## config.mk

```make
export PLATFORM = sky130hd
export DESIGN_NAME = mult_div_unit
export DESIGN_NICKNAME = d
export VERILOG_FILES = /design/src/rtl/mips_md_pkg.sv /design/src/rtl/mult_div_unit.sv
export SDC_FILE = /design/constraint.sdc
export NUM_CORES = 1
export LEC_CHECK = 0
export CAP_MARGIN = 10
export CORE_MARGIN = 3
export CORE_UTILIZATION = 35
export DETAILED_ROUTE_END_ITERATION = 10
export PLACE_DENSITY = 0.59
export SKIP_LAST_GASP = 1
export SLEW_MARGIN = 5
export SYNTH_ARGS = -nofsm -noshare
export SYNTH_HDL_FRONTEND = slang
export SYNTH_SLANG_ARGS = --single-unit
```

## constraint.sdc

```tcl
create_clock -name clk -period 15.2 [get_ports clk]
set_clock_uncertainty 0.15 [all_clocks]
set_input_delay 3.04 -clock clk [delete_from_list [all_inputs] [get_ports clk]]
set_output_delay 3.04 -clock clk [all_outputs]
set_load 0.03 [all_outputs]
```

## src/rtl/mips_md_pkg.sv

```systemverilog
// Shared types and opcode helpers for the HI/LO multiply/divide unit.
package mips_md_pkg;

   typedef enum logic [2:0] {
      MD_MULT  = 3'd0,
      MD_MULTU = 3'd1,
      MD_DIV   = 3'd2,
      MD_DIVU  = 3'd3,
      MD_MTHI  = 3'd4,
      MD_MTLO  = 3'd5
   } md_op_t;

   typedef enum logic [1:0] {
      ST_IDLE  = 2'd0,
      ST_MUL   = 2'd1,
      ST_DIV   = 2'd2,
      ST_FIXUP = 2'd3
   } md_state_t;

   function automatic logic is_signed_op(md_op_t op);
      return (op == MD_MULT) || (op == MD_DIV);
   endfunction

   function automatic logic is_div_op(md_op_t op);
      return (op == MD_DIV) || (op == MD_DIVU);
   endfunction

endpackage

```

## src/rtl/mult_div_unit.sv

```systemverilog
// Iterative multiply/divide unit owning the architectural HI/LO registers.
// Operands are reduced to magnitudes up front; signs are reapplied in FIXUP.
module mult_div_unit
   import mips_md_pkg::*;
#(
   parameter int unsigned WIDTH    = 32,
   parameter bit          FAST_MUL = 1'b0
) (
   input  logic             clk,
   input  logic             reset,
   input  logic             start,
   input  md_op_t           op,
   input  logic [WIDTH-1:0] a,
   input  logic [WIDTH-1:0] b,
   input  logic             cancel,
   output logic             busy,
   output logic             done,
   output logic             div_by_zero,
   output logic [WIDTH-1:0] hi,
   output logic [WIDTH-1:0] lo
);

   localparam int unsigned CW = $clog2(WIDTH + 1);
   localparam int unsigned W2 = 2 * WIDTH;

   md_state_t        state;
   logic [CW-1:0]    cnt;
   logic [W2-1:0]    acc;
   logic [WIDTH-1:0] opb;
   logic             neg_lo;
   logic             neg_hi;
   logic             is_div;

   logic             a_neg_c;
   logic             b_neg_c;
   logic [WIDTH-1:0] mag_a_c;
   logic [WIDTH-1:0] mag_b_c;
   logic [WIDTH:0]   add_c;
   logic [WIDTH:0]   shl_c;
   logic [WIDTH:0]   sub_c;
   logic             div_ge_c;
   logic [W2-1:0]    prod_c;
   logic [W2-1:0]    prod_fix_c;
   logic [WIDTH-1:0] quo_fix_c;
   logic [WIDTH-1:0] rem_fix_c;

   // Operand magnitudes; only signed ops look at the sign bits.
   always_comb begin
      a_neg_c = is_signed_op(op) & a[WIDTH-1];
      b_neg_c = is_signed_op(op) & b[WIDTH-1];
      mag_a_c = a_neg_c ? -a : a;
      mag_b_c = b_neg_c ? -b : b;
   end

   // Shared per-bit datapath: acc = {upper/remainder, multiplier/quotient}.
   always_comb begin
      add_c    = {1'b0, acc[W2-1:WIDTH]} + {1'b0, opb & {WIDTH{acc[0]}}};
      shl_c    = {acc[W2-1:WIDTH], acc[WIDTH-1]};
      sub_c    = shl_c - {1'b0, opb};
      div_ge_c = ~sub_c[WIDTH];
   end

   if (FAST_MUL) begin : g_fast_mul
      assign prod_c = {{WIDTH{1'b0}}, acc[WIDTH-1:0]} * {{WIDTH{1'b0}}, opb};
   end else begin : g_iter_mul
      assign prod_c = acc;
   end

   always_comb begin
      prod_fix_c = neg_lo ? -prod_c : prod_c;
      quo_fix_c  = neg_lo ? -acc[WIDTH-1:0] : acc[WIDTH-1:0];
      rem_fix_c  = neg_hi ? -acc[W2-1:WIDTH] : acc[W2-1:WIDTH];
   end

   always_ff @(posedge clk or posedge reset) begin
      if (reset) begin
         state       <= ST_IDLE;
         cnt         <= '0;
         acc         <= '0;
         opb         <= '0;
         neg_lo      <= 1'b0;
         neg_hi      <= 1'b0;
         is_div      <= 1'b0;
         busy        <= 1'b0;
         done        <= 1'b0;
         div_by_zero <= 1'b0;
         hi          <= '0;
         lo          <= '0;
      end else begin
         done        <= 1'b0;
         div_by_zero <= 1'b0;
         case (state)
            ST_IDLE: begin
               if (start && !cancel) begin
                  case (op)
                     MD_MTHI: hi <= a;
                     MD_MTLO: lo <= a;
                     MD_MULT, MD_MULTU: begin
                        acc    <= {{WIDTH{1'b0}}, mag_a_c};
                        opb    <= mag_b_c;
                        neg_lo <= a_neg_c ^ b_neg_c;
                        neg_hi <= 1'b0;
                        is_div <= 1'b0;
                        cnt    <= '0;
                        busy   <= 1'b1;
                        state  <= FAST_MUL ? ST_FIXUP : ST_MUL;
                     end
                     MD_DIV, MD_DIVU: begin
                        if (b == '0) begin
                           done        <= 1'b1;
                           div_by_zero <= 1'b1;
                        end else begin
                           acc    <= {{WIDTH{1'b0}}, mag_a_c};
                           opb    <= mag_b_c;
                           neg_lo <= a_neg_c ^ b_neg_c;
                           neg_hi <= a_neg_c;
                           is_div <= 1'b1;
                           cnt    <= '0;
                           busy   <= 1'b1;
                           state  <= ST_DIV;
                        end
                     end
                     default: ;
                  endcase
               end
            end
            ST_MUL: begin
               if (cancel) begin
                  busy  <= 1'b0;
                  state <= ST_IDLE;
               end else begin
                  acc <= {add_c, acc[WIDTH-1:1]};
                  cnt <= cnt + CW'(1);
                  if (cnt == CW'(WIDTH - 1)) state <= ST_FIXUP;
               end
            end
            ST_DIV: begin
               if (cancel) begin
                  busy  <= 1'b0;
                  state <= ST_IDLE;
               end else begin
                  acc <= {(div_ge_c ? sub_c[WIDTH-1:0] : shl_c[WIDTH-1:0]),
                          acc[WIDTH-2:0], div_ge_c};
                  cnt <= cnt + CW'(1);
                  if (cnt == CW'(WIDTH - 1)) state <= ST_FIXUP;
               end
            end
            ST_FIXUP: begin
               busy  <= 1'b0;
               state <= ST_IDLE;
               if (!cancel) begin
                  done <= 1'b1;
                  if (is_div) begin
                     lo <= quo_fix_c;
                     hi <= rem_fix_c;
                  end else begin
                     {hi, lo} <= prod_fix_c;
                  end
               end
            end
            default: state <= ST_IDLE;
         endcase
      end
   end

endmodule
```

==> metrics.md <==
| Metric | Value |
|---|---|
| Status | `completed` |
| Number of hold buffers added after CTS | `0` |
| Worst slew pin tran | `1.06 ns` |
| DP Area | `16200 um2` |
| Via density | `5.56` |
| Synth cell types | `95` |
| Worst endpoint data arrival time | `7.09 ns` |
| Reg-to-Reg Start | `acc[31]` |
| Crit start category | `input port` |
| Worst setup path endpoint | `acc[62]` |
| Pwr Total | `3.90 mW` |
| Initial antenna violation count | `1` |
| Reg clk slew, reported paths | `0.07 ns` |
| Worst Hold Class | `reg -> reg` |
| Worst flop-to-flop path endpoint | `acc[62]` |
| Share of flip-flops with an asynchronous set or reset | `1.00` |
| First-iteration detailed-routing DRC count | `934` |
| Final Hold Viols | `0` |
| Area Growth Syn to Fin | `15.5%` |
| First-pass iteration count of the detailed router | `5` |
| Routability cong. | `0.889` |
| Die Y-Extent | `210 um` |
| Routed Antenna Nets | `0` |
| Type of the worst setup path | `in -> reg` |
| Layout cells sized above 1 | `0.0466` |
| Setup TNS | `0 ns` |
| Core footprint | `41000 um2` |
| Htree depth | `4` |
| Initial Util | `0.356` |
| Pwr Density | `231 nW/um2` |
| CTS Buf Count | `17` |
| GRT Total Usage | `0.206` |
| Unrepaired setup endpoints after global routing | `false` |
| Period utilization | `0.451` |
| Clock period minus worst slack | `6.85 ns` |
| Pin count of the biggest net entering global routing | `100` |
| Via count | `13700` |
| CP Max Fanout | `22` |
| Primary FF master, synth | `dfrtp_1` |
| Die area | `44200 um2` |
| PortBufs | `137` |
| CP Capture Type | `flip-flop` |
| Sink Count | `174` |
| Setup crit start | `b[0]` |
| WL final | `45800 um` |
| Clk_lat worst skew | `0.46 ns` |
| Wire per inst | `18.6 um` |
| Post_cts resized | `0` |
| Synth Area per Inst | `7.86 um2` |
| Global-route wire length before repair | `73100 um` |
| Max-slew violation count | `0` |
| Mapped Cells | `1858` |
| Top Ports | `138` |
| Syn nets | `2005` |
| Maximum VDD drop | `143 uV` |
| Post-synth EDFFs | `0` |
| FF-to-FF setup slack | `10.46 ns` |
| Remaining DRCs | `0` |
| Hold path cells | `2` |
| Reg2Reg Depth | `14` |
| Post-synthesis sequential area ratio | `0.298` |
| Diode count | `0` |
| Slew margin rel. | `0.289` |
| CTS Root Cell | `clkbuf_16` |
| Row count | `74` |
| Cell area after synthesis | `14600 um2` |
| Clock Path Buffers | `2` |
| CP required | `15.44 ns` |
| Max-cap viol count | `0` |
| Die Width | `210 um` |
| Remaining global-route overflow | `0` |
| Synth warnings | `0` |
| Leak Pwr | `7.24 nW` |
| Vias in the first global route | `13100` |
| Fillers | `4215` |
| CTS tree | `yes` |
| Post-CTS Setup Bufs | `0` |
| # setup viols final | `0` |
| DP HPWL | `34500 um` |
| Post-route cell area | `16900 um2` |
| Seq cells post-synth | `174` |
| Final net count | `2064` |
| Max Fclk | `0.146 GHz` |
-- critical path, cell delays in order --
cell,delay (ns)
clkdlybuf4s50_1,0.48
inv_1,0.07
ha_1,0.23
and3b_1,0.27
and3_1,0.28
nand3_1,0.22
nand3_1,0.18
a21oi_1,0.63
nand3_1,0.75
or2_0,0.59
o22ai_1,0.19
a221o_1,0.14
-- placed cells by master (no fill, tap or decap), drive strengths merged, types with 32 or more instances in the layout --
cell | Yosys | layout
a21o | 33 | 33
a21oi | 149 | 149
a22oi | 48 | 48
clkdlybuf4s50 | 1 | 137
dfrtp | 174 | 174
ha | 74 | 74
inv | 68 | 68
nand2 | 244 | 244
nor2 | 148 | 148
nor3 | 32 | 32
o21ai | 276 | 276
xnor2 | 77 | 77
xor2 | 88 | 88
-- per-stage QoR --
| step | setup slack, ns | util | hold slack, ns | std cells |
|---|---|---|---|---|
| 5_1_grt | 8.00 | 0.411 | 0.352 | 2462 |
| 3_5_place_dp | 7.88 | 0.395 | 0.319 | 2430 |
| 3_3_place_gp | 8.06 | 0.395 | 0.313 | 2430 |
| 2_1_floorplan | 7.29 | - | 0.300 | 1858 |
| 4_1_cts | 8.36 | 0.411 | 0.335 | 2462 |
| 6_report | 8.35 | 0.411 | 0.327 | 2462 |
-- kinds of logic (layout without fill, tap and decap cells) --
| kind of cell | count (synthesis) | in the layout | share of synthesized area |
|---|---|---|---|
| and+or+nand+nor | 589 | 589 | 0.190 |
| DFF | 174 | 174 | 0.298 |
| AOI/OAI and AO/OA | 645 | 645 | 0.268 |
| muxes | 32 | 32 | 0.0227 |
| xor gates and xnor gates | 165 | 165 | 0.100 |
| adders and majority gates | 76 | 76 | 0.0662 |
| buffers and inverters | 177 | 249 | 0.0543 |
-- Yosys cell counts, types with 17 or more instances --
cell | instances | area (um2)
xor2_1 | 88 | 771
mux2i_1 | 26 | 260
o21ai_0 | 261 | 1310
a211oi_1 | 18 | 135
a22oi_1 | 48 | 360
nor2b_1 | 25 | 156
o31ai_1 | 26 | 195
inv_1 | 68 | 255
nor3_1 | 30 | 150
ha_1 | 74 | 926
a21o_1 | 32 | 240
clkbuf_1 | 70 | 263
nand2b_1 | 21 | 131
a21oi_1 | 147 | 736
nand2_1 | 244 | 916
xnor2_1 | 76 | 666
nor2_1 | 148 | 556
dfrtp_1 | 174 | 4350
nand3_1 | 17 | 85.1
nor4_1 | 19 | 119
-- worst min path at each step --
stage | to | from
after global placement | opb[26] | opb[26]
final | lo[13] | lo[13]
after CTS | opb[26] | opb[26]
after floorplan | opb[13] | opb[13]
after detailed placement | lo[30] | lo[30]
after global routing | opb[26] | opb[26]
-- cell type report --
type,instances,area [um2],area share
inverters,68,260,0.0154
multi-input cells,1507,9480,0.562
clock inverters,8,128,0.00757
clock buffers,24,512,0.0304
flip-flops and latches,174,4350,0.258
repair buffers,149,1460,0.0867
well taps,532,666,0.0395
-- metal layers --
metal | track usage | vias up | share of wire
li1 | - | 6730 | -
met1 | 0.291 | 6475 | 0.47
met2 | 0.326 | 432 | 0.45
met3 | 0.0327 | 62 | 0.058
met4 | 0.0591 | 2 | 0.022
met5 | 0 | - | 0.00028
-- power by group --
part	leakage, nW	switching, mW	internal [mW]
registers	2.20	0.279	0.672
clock network	0.309	0.195	0.285
logic	4.73	1.54	0.932
-- state kept, by name (all words and copies together), names as in the netlist, 2 cells and up --
| name | cells |
|---|---|
| lo | 32 |
| acc | 64 |
| cnt | 6 |
| hi | 32 |
| opb | 32 |
| state | 2 |
No activity file was read; power rests on OpenSTA's default activity.
